[src/rtl/rv32i_fetch_unit.sv]
// RV32I instruction fetch stage: issues word reads to a one-cycle memory, buffers
// {pc, iw} pairs in a prefetch FIFO and hands them to ID over a valid/ready handshake.
module rv32i_fetch_unit #(
    parameter logic [31:0] RESET_VECTOR = 32'h0000_0000,
    parameter int unsigned FIFO_DEPTH   = 4
) (
    input  logic        clk,
    input  logic        reset,
    input  logic        redirect_valid,
    input  logic [31:0] redirect_pc,
    output logic        memIfReq,
    output logic [29:0] memIfAddr,
    input  logic [31:0] memIfData,
    input  logic        id_ready,
    output logic        id_valid,
    output logic [31:0] iw_out,
    output logic [31:0] pc_out
);

    localparam int unsigned PtrW = (FIFO_DEPTH > 1) ? $clog2(FIFO_DEPTH) : 1;
    localparam int unsigned CntW = $clog2(FIFO_DEPTH + 1);
    localparam logic [CntW:0] DepthC = (CntW + 1)'(FIFO_DEPTH);

    logic [29:0]     fetch_pc_q, fetch_pc_d;
    logic            inflight_q, inflight_d;
    logic [31:0]     inflight_pc_q, inflight_pc_d;
    logic [CntW-1:0] count_q, count_d;
    logic [PtrW-1:0] wr_ptr_q, wr_ptr_d;
    logic [PtrW-1:0] rd_ptr_q, rd_ptr_d;

    logic [31:0] fifo_pc_q [FIFO_DEPTH];
    logic [31:0] fifo_iw_q [FIFO_DEPTH];

    logic [CntW:0] occupancy;
    logic          credit;
    logic          not_empty;
    logic          push;
    logic          pop;
    logic          unused_redirect_lsb;

    assign unused_redirect_lsb = ^redirect_pc[1:0];

    // Credit counts the in-flight response so a full FIFO can never be overrun.
    assign occupancy = {1'b0, count_q} + {{CntW{1'b0}}, inflight_q};
    assign credit    = occupancy < DepthC;
    assign not_empty = count_q != '0;

    assign memIfReq  = reset && !redirect_valid && credit;
    assign memIfAddr = fetch_pc_q;
    assign id_valid  = not_empty && !redirect_valid;
    assign iw_out    = not_empty ? fifo_iw_q[rd_ptr_q] : 32'h0;
    assign pc_out    = not_empty ? fifo_pc_q[rd_ptr_q] : 32'h0;

    assign push = inflight_q && !redirect_valid;
    assign pop  = id_valid && id_ready;

    always_comb begin
        fetch_pc_d    = fetch_pc_q;
        inflight_d    = memIfReq;
        inflight_pc_d = inflight_pc_q;
        count_d       = count_q;
        wr_ptr_d      = wr_ptr_q;
        rd_ptr_d      = rd_ptr_q;

        if (memIfReq) begin
            fetch_pc_d    = fetch_pc_q + 30'd1;
            inflight_pc_d = {fetch_pc_q, 2'b00};
        end

        if (redirect_valid) begin
            fetch_pc_d = redirect_pc[31:2];
            count_d    = '0;
            wr_ptr_d   = '0;
            rd_ptr_d   = '0;
        end else begin
            if (push) begin
                wr_ptr_d = wr_ptr_q + PtrW'(1);
            end
            if (pop) begin
                rd_ptr_d = rd_ptr_q + PtrW'(1);
            end
            unique case ({push, pop})
                2'b10:   count_d = count_q + CntW'(1);
                2'b01:   count_d = count_q - CntW'(1);
                default: count_d = count_q;
            endcase
        end
    end

    always_ff @(posedge clk or negedge reset) begin
        if (!reset) begin
            fetch_pc_q    <= RESET_VECTOR[31:2];
            inflight_q    <= 1'b0;
            inflight_pc_q <= 32'h0;
            count_q       <= '0;
            wr_ptr_q      <= '0;
            rd_ptr_q      <= '0;
        end else begin
            fetch_pc_q    <= fetch_pc_d;
            inflight_q    <= inflight_d;
            inflight_pc_q <= inflight_pc_d;
            count_q       <= count_d;
            wr_ptr_q      <= wr_ptr_d;
            rd_ptr_q      <= rd_ptr_d;
        end
    end

    // Storage needs no reset: entries are only visible while count is nonzero.
    always_ff @(posedge clk) begin
        if (push) begin
            fifo_pc_q[wr_ptr_q] <= inflight_pc_q;
            fifo_iw_q[wr_ptr_q] <= memIfData;
        end
    end

endmodule
[config.mk]
export PLATFORM = sky130hd
export DESIGN_NAME = rv32i_fetch_unit
export DESIGN_NICKNAME = d
export VERILOG_FILES = /design/src/rtl/rv32i_fetch_unit.sv
export SDC_FILE = /design/constraint.sdc
export NUM_CORES = 1
export LEC_CHECK = 0
export CAP_MARGIN = 20
export CELL_PAD_IN_SITES_DETAIL_PLACEMENT = 0
export CELL_PAD_IN_SITES_GLOBAL_PLACEMENT = 1
export CORE_UTILIZATION = 35
export CTS_BUF_LIST = sky130_fd_sc_hd__clkbuf_8
export DETAILED_ROUTE_END_ITERATION = 10
export PLACE_DENSITY_LB_ADDON = 0.1
export REMOVE_ABC_BUFFERS = 1
export SLEW_MARGIN = 25
export SYNTH_ARGS = -nofsm -noshare
export SYNTH_HDL_FRONTEND = slang
export SYNTH_SLANG_ARGS = --single-unit
[constraint.sdc]
create_clock -name clk -period 4.3 [get_ports clk]
set_clock_uncertainty 0.05 [all_clocks]
set_input_delay 0.86 -clock clk [delete_from_list [all_inputs] [get_ports clk]]
set_output_delay 0.86 -clock clk [all_outputs]
set_load 0.1 [all_outputs]
# [Word-level counts from Yosys, hierarchy flattened]
# Memories as Yosys holds them, arrays and structs flattened.
# Index checks and enable logic that the tools add are counted.
[word_totals] register_bits=68 latch_bits=0 ram_bits=248 mem_bits_ro=0 in_bits=68 wordCells=40 memories=2
[mem_list] memory="fifo_iw_q" words=4 word_bits=32 rd=1 rd_clocked_by_memory_dff=0 wr=1 line="32" source="logic [31:0] fifo_iw_q [FIFO_DEPTH];"
[mem_list] memory="fifo_pc_q" words=4 word_bits=30 rd=1 rd_clocked_by_memory_dff=0 wr=1 line="31" source="logic [31:0] fifo_pc_q [FIFO_DEPTH];"
[classes] add_sub_neg=6 mul=0 n_div=0 order_cmp=1 eq_ne=2 n_shift=0 n_mux=12 bitwise_logic=0 n_reduce_logical=11
[op_table] op="2-to-1 mux 32 bit" n=2
[op_table] op="2-to-1 mux 30 bit" n=2
[op_table] op="adder 30 x 1 -> 30 bit (second input constant)" n=1
[op_table] op="2-to-1 mux 2 bit" n=4
[op_table] op="case mux 3 bit (2 select lines)" n=1
[op_table] op="nonzero test 2 bit" n=3
[op_table] op="nonzero test 3 bit" n=2
[op_table] op="logical AND 1 bit" n=5
[op_table] op="adder 2 x 1 -> 2 bit (second input constant)" n=2
[op_table] op="adder 3 x 1 -> 4 bit" n=1
[op_table] op="< comparator 4 x 3 -> 1 bit (second input constant)" n=1
[op_table] op="adder 3 x 1 -> 3 bit (second input constant)" n=1
[op_table] op="2-to-1 mux 3 bit" n=1
[op_table] op="subtractor 3 x 1 -> 3 bit (second input constant)" n=1
[op_table] op="== test 2 x 1 -> 1 bit (second input constant)" n=1
[op_table] op="== test 2 bit (second input constant)" n=1
[op_table] op="2-to-1 mux 1 bit" n=2
[op_table] op="zero test 1 bit" n=1

# [Logic depth before layout (Yosys ltp)]
# Gate-level depths: netlist (run 1).
[logic_depth] depth_word=6 depth_mapped=9 mapped_depth_nobuf=7

# [Least setup slack after synthesis (run 1)]
# Ideal clock, no wire load.
[synth_timing] path_type="input-to-output" from="in redirect_valid" to="out memIfReq" arrival_time_ns=2.885 required_time_ns=3.390 path_slack_ns=0.505 stages=6 path_buffers=3 path_cell_list="buf_2 > or3b_1 > or2_1 > buf_2 > clkinv_1 > clkbuf_1"
[synth_via] elab_chain_cells=3
[synth_rtl] element="start, declared" line="9" source="input logic redirect_valid,"
[synth_rtl] element="zero test 1 bit" line="48" source="assign memIfReq = reset && !redirect_valid && credit;"
[synth_rtl] element="logical AND 1 bit (2 in series)" line="48"
[synth_rtl] element="end, declared" line="11" source="output logic memIfReq,"
# Every way passes these cells.

# [Final worst setup path (run 1)]
[layout_timing] from="reg rd_ptr_q[0]" to="out pc_out[10]"
[layout_via] elab_chain_cells=2
[layout_rtl] element="start, declared" line="29" source="logic [PtrW-1:0] rd_ptr_q, rd_ptr_d;"
[layout_rtl] element="start signal, assigned" line="104" source="rd_ptr_q <= rd_ptr_d;"
[layout_rtl] element="memory (4 x 30 bit)"
[layout_rtl] element="2-to-1 mux 32 bit" line="52" source="assign pc_out = not_empty ? fifo_pc_q[rd_ptr_q] : 32'h0;"
[layout_rtl] element="end, declared" line="17" source="output logic [31:0] pc_out"
# Every way passes these cells.

==> metrics.txt, run 1 <==
# TYPE chip_impl_metric gauge
chip_impl_metric{name="worstMarginPinSlew",unit="ns"} 1.06
chip_impl_metric{name="irDropWorstVdd",unit="mV"} 0.357
chip_impl_metric{name="die_width",unit="um"} 194
chip_impl_metric{name="ant_nets",unit=""} 0
chip_impl_metric{name="port-buffer-count",unit=""} 159
chip_impl_metric{name="finish.net_count",unit=""} 1056
chip_impl_metric{name="core_area",unit="um2"} 36400
chip_impl_metric{name="crit_fanout",unit=""} 35
chip_impl_metric{name="crit_required",unit="ns"} 3.39
chip_impl_metric{name="final_area",unit="um2"} 16000
chip_impl_info{name="crit_path_cell_trace",value="buf_12 -> mux4_2 -> nor2b_1 -> buf_4"} 1
chip_impl_metric{name="placed_cell_areas",unit="um2"} 15000
chip_impl_metric{name="ys_ff_latch",unit=""} 316
chip_impl_metric{name="place.detailed.instances",unit=""} 1392
chip_impl_info{name="critical_path_endpoint_category",value="output port"} 1
chip_impl_metric{name="worst-path-buf-inv",unit=""} 2
chip_impl_metric{name="ys_async_sr_fraction",unit=""} 0.215
chip_impl_info{name="hold_path_class",value="input pin to asynchronous set/reset pin"} 1
chip_impl_metric{name="yosys_warnings",unit=""} 0
chip_impl_metric{name="globalRouteMet3Util",unit=""} 0.0369
chip_impl_info{name="grt_busiest_layer",value="met2"} 1
chip_impl_metric{name="max_freq",unit="MHz"} 275
chip_impl_metric{name="detail_route.wl_per_cell",unit="um"} 21.0
chip_impl_info{name="synth_area_leaders",value="sky130_fd_sc_hd__edfxtp_1 (58%), sky130_fd_sc_hd__dfrtp_1 (13%), sky130_fd_sc_hd__mux4_2 (11%)"} 1
chip_impl_metric{name="antenna_found_initial",unit=""} 1
chip_impl_metric{name="drt_iter0_drc",unit=""} 430
chip_impl_metric{name="synth.distinct_cells",unit=""} 54
chip_impl_metric{name="placementRows",unit=""} 70
chip_impl_metric{name="syn_to_final_growth",unit="%"} 23.6
chip_impl_metric{name="cts_repair_resize_count",unit=""} 0
chip_impl_metric{name="grtUsageTotal",unit=""} 0.169
chip_impl_metric{name="synth.cell_area",unit="um2"} 12900
chip_impl_metric{name="avgSynthCellArea",unit="um2"} 16.3
chip_impl_metric{name="post-synth-top-area-fraction",unit=""} 0.576
chip_impl_metric{name="cts_max_path_buffers",unit=""} 3
chip_impl_metric{name="synth-edff-count",unit=""} 248
chip_impl_metric{name="drtPass1Iterations",unit=""} 4
chip_impl_metric{name="gp_congestion",unit=""} 0.701
chip_impl_info{name="status",value="finished clean"} 1
chip_impl_metric{name="dr_total_vias",unit=""} 7564
chip_impl_info{name="cp-start-kind",value="register"} 1
chip_impl_info{name="worst_r2r_startpoint",value="inflight_q$_DFF_PN0_"} 1
chip_impl_metric{name="post-dp-hpwl",unit="mm"} 18.7
chip_impl_metric{name="cts.htree.levels",unit=""} 2
chip_impl_metric{name="grt_first_pass_wirelength",unit="mm"} 48.4
chip_impl_metric{name="die_height",unit="um"} 194
chip_impl_info{name="critPathKind",value="register to output port"} 1
chip_impl_metric{name="drcViolationCount",unit=""} 0
chip_impl_metric{name="max-slew-margin-rel",unit=""} 0.293
chip_impl_metric{name="ys_seq_area_frac",unit=""} 0.708
chip_impl_metric{name="ff2ff_path_depth",unit=""} 6
chip_impl_metric{name="design.portCount",unit=""} 164
chip_impl_info{name="reg2reg_to",value="memIfAddr[12]$_DFFE_PN0P_"} 1
chip_impl_metric{name="layout-drive-gt1-share",unit=""} 0.222
chip_impl_info{name="crit_path_top_delay_cell",value="sky130_fd_sc_hd__dfrtp_4"} 1
chip_impl_info{name="mostFrequentLayoutCell",value="sky130_fd_sc_hd__edfxtp_1"} 1
chip_impl_metric{name="r2r_setup_slack",unit="ns"} 1.52
chip_impl_metric{name="die_area",unit="um2"} 37700
chip_impl_metric{name="finalCriticalPeriod",unit="ns"} 3.64
chip_impl_metric{name="clk_pin_slew",unit="ns"} 0.06
chip_impl_metric{name="pwr_density_cell",unit="nW/um2"} 597
chip_impl_metric{name="global_route.usage.met1",unit=""} 0.237
chip_impl_metric{name="clock_sinks",unit=""} 316
chip_impl_info{name="final_cell_mix",value="sky130_fd_sc_hd__edfxtp_1 (248), sky130_fd_sc_hd__nand2_1 (109), sky130_fd_sc_hd__clkdlybuf4s50_1 (94)"} 1
chip_impl_metric{name="maxCapViolations",unit=""} 0
chip_impl_metric{name="initial_core_util",unit=""} 0.355
chip_impl_metric{name="grt_util_met2",unit=""} 0.264
chip_impl_metric{name="crit_path_max_incr_delay",unit="ns"} 0.76
chip_impl_metric{name="cts-buffers-inserted",unit=""} 56
chip_impl_metric{name="hold_violations",unit=""} 0
chip_impl_metric{name="total_setup_buffers_inserted_after_cts",unit=""} 0
chip_impl_metric{name="insertion_delay",unit="ns"} 0.61
chip_impl_metric{name="pre_cts_slack",unit="ns"} 0.743
chip_impl_info{name="postSynth.topFlopCell",value="sky130_fd_sc_hd__edfxtp_1"} 1
chip_impl_metric{name="postCtsHoldBufs",unit=""} 0
chip_impl_metric{name="finalSetupViolations",unit=""} 0
chip_impl_info{name="synth.largest_area_cell",value="sky130_fd_sc_hd__edfxtp_1"} 1
chip_impl_metric{name="first_global_vias",unit=""} 7923
chip_impl_metric{name="finalWorstSetupSlack",unit="ns"} 0.663
chip_impl_info{name="grt_setup_unrepaired",value="false"} 1
chip_impl_metric{name="period_share",unit=""} 0.846
chip_impl_info{name="clock-root-buffer",value="sky130_fd_sc_hd__clkbuf_8"} 1
chip_impl_metric{name="globalRouteOverflowTotal",unit=""} 0
chip_impl_info{name="cts_tree",value="yes"} 1
chip_impl_metric{name="leakage",unit="nW"} 5.62
chip_impl_info{name="critical_path.top_delay_family",value="flip-flops"} 1
chip_impl_metric{name="drt-total-wl",unit="mm"} 31.3
chip_impl_metric{name="critPathArrivalTime",unit="ns"} 2.73
chip_impl_metric{name="avgViaCountPerCell",unit=""} 5.07
chip_impl_metric{name="syn-instance-count",unit=""} 793
chip_impl_metric{name="grt_start_max_net_pins",unit=""} 72
chip_impl_metric{name="finalMaxSlewViolations",unit=""} 0
chip_impl_metric{name="final_cell_count_no_fill",unit=""} 1493
-- cell type report --
type                    count  area, um2
flip-flops and latches    316       9160
diodes                      1       2.50
clock inverters            42        180
repair buffers            178       1680
fillers                  3335      20500
multi-input cells         421       3540
inverters                   9       33.8
well taps                 468        586
clock buffers              58        798
-- metal layers --
layer  up-vias  wire, um
li1       3467         -
met1      3858     14500
met2       193     14700
met3        46      1540
met4         0       563
met5         -         0
-- logic make-up (layout without fill, tap and decap cells) --
kind of cell	after synthesis	in the layout	synth area share
AOI/OAI and AO/OA	74	74	0.0427
xor gates and xnor gates	6	6	0.00407
adders and majority gates	6	6	0.00639
buffers and inverters	57	287	0.0196
DFF	316	316	0.708
muxes	66	66	0.111
other	1	3	0.000290
and+or+nand+nor	267	267	0.108
-- stage by stage --
step / power, mW / setup TNS [ns] / hold slack (ns) / utilization
floorplan: 6.31 / -134.53 / 0.426 / -
global placement: 7.19 / 0 / 0.453 / 0.411
detailed placement: 7.20 / 0 / 0.464 / 0.411
CTS: 9.70 / 0 / 0.471 / 0.438
global route: 9.95 / 0 / 0.367 / 0.438
finish: 9.54 / 0 / 0.347 / 0.438
-- report_power, final --
group	total [mW]	switching, mW	internal [mW]
logic	3.26	2.42	0.836
clock network	2.45	1.21	1.25
registers	3.83	0.260	3.57
total	9.54	3.89	5.65
-- sequential cells by signal (all words and copies together), names as in the netlist --
signal	cells
fifo_iw_q	128
fifo_pc_q	120
inflight_pc_q	30
memIfAddr	30
count_q	3
rd_ptr_q	2
wr_ptr_q	2
inflight_q	1
-- worst reg2reg max path, stage by stage, from the launching register on --
cell and delay [ns]:
sky130_fd_sc_hd__dfrtp_1 0.55, sky130_fd_sc_hd__and3_1 0.39, sky130_fd_sc_hd__or2_2 0.38, sky130_fd_sc_hd__clkinv_1 0.10, sky130_fd_sc_hd__buf_4 0.44, sky130_fd_sc_hd__nand3_1 0.35, sky130_fd_sc_hd__o311ai_0 0.41
-- cells in the mapped netlist (2+ instances only) --
cell,count
sky130_fd_sc_hd__buf_2,16
sky130_fd_sc_hd__and3_1,5
sky130_fd_sc_hd__mux4_2,62
sky130_fd_sc_hd__nor2b_1,65
sky130_fd_sc_hd__and2_1,10
sky130_fd_sc_hd__nand3_1,16
sky130_fd_sc_hd__nor3_1,8
sky130_fd_sc_hd__o211ai_1,8
sky130_fd_sc_hd__mux2i_1,3
sky130_fd_sc_hd__ha_1,5
sky130_fd_sc_hd__nor2_1,11
sky130_fd_sc_hd__o41ai_1,2
sky130_fd_sc_hd__edfxtp_1,248
sky130_fd_sc_hd__xnor2_1,6
sky130_fd_sc_hd__nor4_1,6
sky130_fd_sc_hd__inv_1,8
sky130_fd_sc_hd__o21ai_0,14
sky130_fd_sc_hd__buf_1,2
sky130_fd_sc_hd__o31ai_1,3
sky130_fd_sc_hd__a31oi_1,6
sky130_fd_sc_hd__nand2b_1,3
sky130_fd_sc_hd__a221o_1,5
sky130_fd_sc_hd__a21oi_1,3
sky130_fd_sc_hd__or4_1,9
sky130_fd_sc_hd__and4_1,2
sky130_fd_sc_hd__o311ai_0,20
sky130_fd_sc_hd__or3_1,5
sky130_fd_sc_hd__nand4_1,8
sky130_fd_sc_hd__clkbuf_1,26
sky130_fd_sc_hd__dfrtp_1,68
sky130_fd_sc_hd__nand2_1,109
sky130_fd_sc_hd__buf_4,3
sky130_fd_sc_hd__a22oi_1,6
sky130_fd_sc_hd__nand4_2,2
-- worst max-delay path by stage --
stage / start / end / cells past startpoint
global route: rd_ptr_q[0]$_DFFE_PN0P_ / pc_out[10] / 4
finish: rd_ptr_q[0]$_DFFE_PN0P_ / pc_out[10] / 4
CTS: rd_ptr_q[0]$_DFFE_PN0P_ / pc_out[10] / 4
global placement: redirect_valid / memIfAddr[12]$_DFFE_PN0P_ / 7
detailed placement: redirect_valid / memIfAddr[12]$_DFFE_PN0P_ / 7
floorplan: count_q[0]$_DFFE_PN0P_ / id_valid / 2
Power figures use the tool's default switching activity.
==> run 2: changes to the inputs <==
clock period = 3.7 ns   (was 4.3 ns; I/O delays follow)
==> metrics.txt, run 2 (synthesis results as in run 1) <==
# TYPE chip_impl_metric gauge
chip_impl_metric{name="port-buffer-count",unit=""} 159
chip_impl_metric{name="pre_cts_slack",unit="ns"} 0.322
chip_impl_metric{name="gp_congestion",unit=""} 0.730
chip_impl_metric{name="maxCapViolations",unit=""} 0
chip_impl_metric{name="irDropWorstVdd",unit="mV"} 0.352
chip_impl_info{name="mostFrequentLayoutCell",value="sky130_fd_sc_hd__edfxtp_1"} 1
chip_impl_info{name="cp-start-kind",value="input pin"} 1
chip_impl_metric{name="cts-buffers-inserted",unit=""} 54
chip_impl_metric{name="detail_route.wl_per_cell",unit="um"} 20.9
chip_impl_info{name="grt_setup_unrepaired",value="false"} 1
chip_impl_metric{name="leakage",unit="nW"} 5.72
chip_impl_metric{name="n_diodes",unit=""} 0
chip_impl_metric{name="crit_required",unit="ns"} 2.91
chip_impl_metric{name="drcViolationCount",unit=""} 0
chip_impl_metric{name="cts.htree.levels",unit=""} 2
chip_impl_metric{name="antenna_found_initial",unit=""} 0
chip_impl_metric{name="die_area",unit="um2"} 37700
chip_impl_metric{name="swShare",unit=""} 0.406
chip_impl_metric{name="sequential_power_share",unit=""} 0.402
chip_impl_metric{name="critPathArrivalTime",unit="ns"} 2.63
chip_impl_metric{name="finalSetupViolations",unit=""} 0
chip_impl_metric{name="period_share",unit=""} 0.923
chip_impl_metric{name="syn_to_final_growth",unit="%"} 23.7
chip_impl_metric{name="largest_reg_flops",unit=""} 128
chip_impl_metric{name="finalMaxSlewViolations",unit=""} 0
chip_impl_metric{name="cts_max_path_buffers",unit=""} 3
chip_impl_metric{name="p_switching",unit="mW"} 4.49
chip_impl_metric{name="finalWorstSetupSlack",unit="ns"} 0.285
chip_impl_info{name="critPathKind",value="input pin to output port"} 1
chip_impl_metric{name="globalRouteOverflowTotal",unit=""} 0
chip_impl_metric{name="worstMarginPinSlew",unit="ns"} 0.984
chip_impl_metric{name="hold_violations",unit=""} 0
chip_impl_info{name="top_flop_regs",value="fifo_iw_q x128, fifo_pc_q x120"} 1
chip_impl_metric{name="post-dp-hpwl",unit="mm"} 19.5
chip_impl_metric{name="worst_hold_slack",unit="ns"} 0.452
chip_impl_info{name="clock-root-buffer",value="sky130_fd_sc_hd__clkbuf_8"} 1
chip_impl_metric{name="drtPass1Iterations",unit=""} 5
chip_impl_metric{name="avgViaCountPerCell",unit=""} 5.05
chip_impl_metric{name="first_global_vias",unit=""} 7867
chip_impl_metric{name="crit_fanout",unit=""} 14
chip_impl_metric{name="power_frac_clock",unit=""} 0.253
chip_impl_metric{name="max-slew-margin-rel",unit=""} 0.342
chip_impl_metric{name="design.portCount",unit=""} 164
chip_impl_metric{name="layout-drive-gt1-share",unit=""} 0.249
chip_impl_metric{name="max_freq",unit="MHz"} 293
chip_impl_info{name="status",value="finished clean"} 1
chip_impl_info{name="top_register",value="fifo_iw_q"} 1
chip_impl_metric{name="pwr_density_cell",unit="nW/um2"} 691
chip_impl_info{name="cts_tree",value="yes"} 1
chip_impl_metric{name="placed_cell_areas",unit="um2"} 15000
chip_impl_metric{name="finalCriticalPeriod",unit="ns"} 3.42
chip_impl_metric{name="clk_pin_slew",unit="ns"} 0.06
chip_impl_metric{name="fillerInstances",unit=""} 3327
chip_impl_metric{name="cts_repair_resize_count",unit=""} 0
chip_impl_metric{name="grtUsageTotal",unit=""} 0.170
chip_impl_metric{name="insertion_delay",unit="ns"} 0.60
chip_impl_metric{name="grt_start_max_net_pins",unit=""} 66
chip_impl_metric{name="drt-total-wl",unit="mm"} 31.4
chip_impl_metric{name="final_area",unit="um2"} 16000
chip_impl_metric{name="core_area",unit="um2"} 36400
chip_impl_info{name="final_cell_mix",value="sky130_fd_sc_hd__edfxtp_1 (248), sky130_fd_sc_hd__nand2_1 (109), sky130_fd_sc_hd__buf_4 (108)"} 1
chip_impl_metric{name="clock_sinks",unit=""} 316
chip_impl_metric{name="ant_nets",unit=""} 0
chip_impl_metric{name="drt_iter0_drc",unit=""} 358
chip_impl_metric{name="finish.net_count",unit=""} 1064
chip_impl_metric{name="die_height",unit="um"} 194
chip_impl_info{name="hold_path_class",value="input pin to asynchronous set/reset pin"} 1
chip_impl_metric{name="dr_total_vias",unit=""} 7565
chip_impl_metric{name="die_width",unit="um"} 194
chip_impl_info{name="critical_path_endpoint_category",value="output port"} 1
chip_impl_metric{name="initial_core_util",unit=""} 0.355
chip_impl_metric{name="combinationalPowerShare",unit=""} 0.345
chip_impl_metric{name="placementRows",unit=""} 70
chip_impl_metric{name="internal-power",unit="mW"} 6.56
chip_impl_metric{name="grt_first_pass_wirelength",unit="mm"} 48.2
[run 2: cell count changes in the layout (fill, tap and decap cells not counted), sizes merged]
cell,before,now
buf,84,118
clkdlybuf4s50,94,69
clkinv,23,7
inv,28,38
clkinvlp,0,2
diode,1,0
dlygate4sd3,0,1
[run 2: layer usage]
layer | GRT usage | vias up | share of wire
li1 | - | 3466 | -
met4 | 0.0467 | 0 | 0.016
met2 | 0.267 | 204 | 0.47
met5 | 0 | - | 0
met3 | 0.0358 | 36 | 0.047
met1 | 0.239 | 3859 | 0.47
[run 2: repair_timing]
item,CTS,global route
hold buffers,1,0
setup endpoints to repair,0,0
hold endpoints to repair,3,0
buffers inserted,0,0
[run 2: cell type report]
| cell class | count | area [um2] | share of cell area |
|---|---|---|---|
| inverters | 9 | 33.8 | 0.00211 |
| multi-input cells | 421 | 3540 | 0.221 |
| well taps | 468 | 586 | 0.0366 |
| clock buffers | 58 | 798 | 0.0499 |
| clock inverters | 38 | 156 | 0.00979 |
| flip-flops and latches | 316 | 9160 | 0.573 |
| repair buffers | 188 | 1710 | 0.107 |
[run 2: power groups by stage]
stage / registers (mW) / clock network (mW) / logic [mW]
global route: 4.49 / 3.07 / 3.98
global placement: 4.51 / 0 / 3.86
finish: 4.44 / 2.79 / 3.82
detailed placement: 4.52 / 0 / 3.86
CTS: 4.45 / 2.90 / 3.87
floorplan: 4.77 / 0 / 2.57
[run 2: worst max-delay path, stage by stage]
cell and delay (ns):
sky130_fd_sc_hd__dlygate4sd3_1 0.52, sky130_fd_sc_hd__buf_4 0.14, sky130_fd_sc_hd__or3b_1 0.41, sky130_fd_sc_hd__or2_2 0.45, sky130_fd_sc_hd__clkinv_1 0.16, sky130_fd_sc_hd__buf_12 0.18
[run 2: worst paths after layout]
path,start,to,slack (ns),cells after the start
worst max-delay path,reset,memIfReq,0.28,6
worst min-delay path,reset,memIfAddr[0]$_DFFE_PN0P_,0.45,2
worst max register to register,count_q[2]$_DFFE_PN0P_,memIfAddr[16]$_DFFE_PN0P_,1.05,6
worst min register to register,inflight_pc_q[15]$_DFFE_PN0P_,fifo_pc_q[1][13]$_DFFE_PP_,0.46,0
max in group asynchronous,reset,rd_ptr_q[0]$_DFFE_PN0P_,1.96,3
min in group clk,inflight_pc_q[15]$_DFFE_PN0P_,fifo_pc_q[1][13]$_DFFE_PP_,0.46,0
[run 2: stage by stage]
stage | setup TNS [ns] | power [mW] | instances | util
2_1_floorplan | -186.85 | 7.34 | 746 | -
3_3_place_gp | 0 | 8.37 | 1401 | 0.412
3_5_place_dp | 0 | 8.38 | 1401 | 0.412
4_1_cts | 0 | 11.2 | 1498 | 0.439
5_1_grt | 0 | 11.5 | 1498 | 0.439
6_report | 0 | 11.0 | 1498 | 0.439
==> run 3: changes to the inputs <==
CTS_CLUSTER_SIZE = 16   (was default)
SETUP_SLACK_MARGIN = 0.5   (was default)
==> metrics.txt, run 3 (synthesis results as in run 1) <==
# TYPE chip_impl_metric gauge
chip_impl_metric{name="met2_wirelength",unit="mm"} 15.0
chip_impl_metric{name="grt_first_pass_wirelength",unit="mm"} 48.9
chip_impl_metric{name="worst_hold_slack",unit="ns"} 0.384
chip_impl_metric{name="p_switching",unit="mW"} 4.52
chip_impl_metric{name="layout-drive-gt1-share",unit=""} 0.255
chip_impl_metric{name="detail_route.wl_per_cell",unit="um"} 21.1
chip_impl_metric{name="drcViolationCount",unit=""} 0
chip_impl_metric{name="period_share",unit=""} 0.838
chip_impl_metric{name="syn_to_final_growth",unit="%"} 25.2
chip_impl_metric{name="maxCapViolations",unit=""} 0
chip_impl_metric{name="port-buffer-count",unit=""} 159
chip_impl_metric{name="die_height",unit="um"} 194
chip_impl_metric{name="gp_congestion",unit=""} 0.730
chip_impl_metric{name="largest_reg_flops",unit=""} 128
chip_impl_metric{name="setup_total_negative_slack",unit="ns"} 0
chip_impl_info{name="hold_path_class",value="input pin to asynchronous set/reset pin"} 1
chip_impl_metric{name="sequential_power_share",unit=""} 0.392
chip_impl_info{name="top_register",value="fifo_iw_q"} 1
chip_impl_metric{name="dr_total_vias",unit=""} 7605
chip_impl_info{name="final_cell_mix",value="sky130_fd_sc_hd__edfxtp_1 (248), sky130_fd_sc_hd__nand2_1 (109), sky130_fd_sc_hd__buf_4 (98)"} 1
chip_impl_metric{name="grt_start_max_net_pins",unit=""} 66
chip_impl_metric{name="die_width",unit="um"} 194
chip_impl_metric{name="finalCriticalPeriod",unit="ns"} 3.10
chip_impl_metric{name="swShare",unit=""} 0.404
chip_impl_metric{name="internal-power",unit="mW"} 6.66
chip_impl_info{name="cts_tree",value="yes"} 1
chip_impl_metric{name="cts_max_path_buffers",unit=""} 3
chip_impl_metric{name="n_diodes",unit=""} 0
chip_impl_metric{name="crit_fanout",unit=""} 17
chip_impl_metric{name="worst-path-buf-inv",unit=""} 3
chip_impl_metric{name="drt-met1-wl",unit="mm"} 14.7
chip_impl_metric{name="placed_cell_areas",unit="um2"} 15000
chip_impl_metric{name="globalRouteOverflowTotal",unit=""} 0
chip_impl_metric{name="sequential_cell_area",unit="um2"} 9160
chip_impl_metric{name="clock_sinks",unit=""} 316
chip_impl_metric{name="final_area",unit="um2"} 16200
chip_impl_info{name="grt_setup_unrepaired",value="true"} 1
chip_impl_info{name="critical_path_endpoint_category",value="output port"} 1
chip_impl_metric{name="multi_input_comb_area",unit="um2"} 3540
chip_impl_info{name="mostFrequentLayoutCell",value="sky130_fd_sc_hd__edfxtp_1"} 1
chip_impl_metric{name="die_area",unit="um2"} 37700
chip_impl_metric{name="finalSetupViolations",unit=""} 0
chip_impl_info{name="cp-start-kind",value="register"} 1
chip_impl_metric{name="max_freq",unit="MHz"} 322
chip_impl_metric{name="insertion_delay",unit="ns"} 0.60
chip_impl_metric{name="finish.net_count",unit=""} 1073
chip_impl_metric{name="pwr_density_cell",unit="nW/um2"} 691
chip_impl_metric{name="critPathArrivalTime",unit="ns"} 2.31
chip_impl_metric{name="clk_pin_slew",unit="ns"} 0.06
chip_impl_metric{name="antenna_found_initial",unit=""} 0
chip_impl_metric{name="crit_path_max_incr_delay",unit="ns"} 0.56
chip_impl_metric{name="hold_violations",unit=""} 0
chip_impl_metric{name="finalMaxSlewViolations",unit=""} 0
chip_impl_metric{name="cts.htree.levels",unit=""} 2
chip_impl_info{name="crit_path_cell_trace",value="buf_12 -> buf_16 -> mux4_2 -> nor2b_1 -> buf_6"} 1
chip_impl_info{name="critPathKind",value="register to output port"} 1
chip_impl_metric{name="leakage",unit="nW"} 5.80
chip_impl_metric{name="report.power.total",unit="mW"} 11.2
chip_impl_info{name="critical_path.top_delay_family",value="multiplexers"} 1
chip_impl_info{name="status",value="finished clean"} 1
chip_impl_metric{name="design.portCount",unit=""} 164
chip_impl_metric{name="avgViaCountPerCell",unit=""} 5.05
chip_impl_info{name="top_metal_used",value="met4"} 1
chip_impl_metric{name="first_global_vias",unit=""} 7932
chip_impl_info{name="clock-root-buffer",value="sky130_fd_sc_hd__clkbuf_8"} 1
chip_impl_info{name="crit_path_top_delay_cell",value="sky130_fd_sc_hd__mux4_2"} 1
chip_impl_metric{name="routed_wl_met3",unit="mm"} 1.63
chip_impl_metric{name="power_frac_clock",unit=""} 0.249
chip_impl_metric{name="combinationalPowerShare",unit=""} 0.358
chip_impl_metric{name="drtPass1Iterations",unit=""} 6
chip_impl_metric{name="initial_core_util",unit=""} 0.355
chip_impl_metric{name="placementRows",unit=""} 70
chip_impl_metric{name="worstMarginPinSlew",unit="ns"} 0.987
chip_impl_metric{name="pre_cts_slack",unit="ns"} 0.322
chip_impl_metric{name="ant_nets",unit=""} 0
chip_impl_metric{name="irDropWorstVdd",unit="mV"} 0.373
chip_impl_metric{name="drt_iter0_drc",unit=""} 321
chip_impl_metric{name="max-slew-margin-rel",unit=""} 0.340
chip_impl_metric{name="crit_required",unit="ns"} 2.91
chip_impl_info{name="top_flop_regs",value="fifo_iw_q x128, fifo_pc_q x120"} 1
chip_impl_metric{name="cts-buffers-inserted",unit=""} 54
chip_impl_metric{name="core_area",unit="um2"} 36400
chip_impl_metric{name="finalWorstSetupSlack",unit="ns"} 0.598
chip_impl_metric{name="grtUsageTotal",unit=""} 0.173
chip_impl_metric{name="fillerInstances",unit=""} 3306
chip_impl_metric{name="drt-total-wl",unit="mm"} 31.8
chip_impl_metric{name="post-dp-hpwl",unit="mm"} 19.5
## run 3: changes by cell type in the layout (fill, tap and decap cells not counted)
| cell | delta |
|---|---|
| sky130_fd_sc_hd__or2_4 | +1 |
| sky130_fd_sc_hd__buf_4 | -10 |
| sky130_fd_sc_hd__buf_16 | +2 |
| sky130_fd_sc_hd__buf_6 | +15 |
| sky130_fd_sc_hd__buf_12 | +2 |
| sky130_fd_sc_hd__or2_2 | -1 |
## run 3: power groups by stage
stage / sequential, mW / clock [mW] / combinational, mW
6_report: 4.39 / 2.79 / 4.01
4_1_cts: 4.39 / 2.90 / 4.02
2_1_floorplan: 4.77 / 0 / 2.57
5_1_grt: 4.43 / 3.07 / 4.18
3_3_place_gp: 4.51 / 0 / 3.86
3_5_place_dp: 4.52 / 0 / 3.86
## run 3: per-stage QoR
step           cells   util
4_1_cts         1507  0.442
6_report        1507  0.444
5_1_grt         1507  0.444
2_1_floorplan    746      -
3_3_place_gp    1401  0.412
3_5_place_dp    1401  0.412
## run 3: timing repair
| item | 4_1_cts | 5_1_grt |
|---|---|---|
| hold buffers | 1 | 0 |
| endpoints found under the setup margin | 58 | 16 |
| buffers inserted | 9 | 0 |
| gates resized for setup | 3 | 14 |
| endpoints found under the hold margin | 3 | 0 |
## run 3: area by class of cell
cell class	count	share of cell area
clock inverter	38	0.00967
timing repair buffer	197	0.118
sequential	316	0.566
tap	468	0.0362
inverter	9	0.00209
clock buffer	58	0.0494
multi-input combinational	421	0.219
## run 3: final timing paths
kind,depth (start not counted),slack [ns],endpoint,start
worst max-delay path,5,0.60,iw_out[4],rd_ptr_q[0]$_DFFE_PN0P_
worst min-delay path,2,0.38,inflight_pc_q[18]$_DFFE_PN0P_,reset
worst max register to register,6,1.21,memIfAddr[16]$_DFFE_PN0P_,count_q[2]$_DFFE_PN0P_
worst min register to register,0,0.46,fifo_pc_q[1][13]$_DFFE_PP_,inflight_pc_q[15]$_DFFE_PN0P_
max in group asynchronous,2,2.52,rd_ptr_q[0]$_DFFE_PN0P_,reset
min in group clk,0,0.46,fifo_pc_q[1][13]$_DFFE_PP_,inflight_pc_q[15]$_DFFE_PN0P_
## run 3: metal layers
| layer | global-route usage | vias to the layer above |
|---|---|---|
| li1 | - | 3485 |
| met1 | 0.243 | 3873 |
| met2 | 0.273 | 212 |
| met3 | 0.0357 | 35 |
| met4 | 0.0461 | 0 |
| met5 | 0 | - |
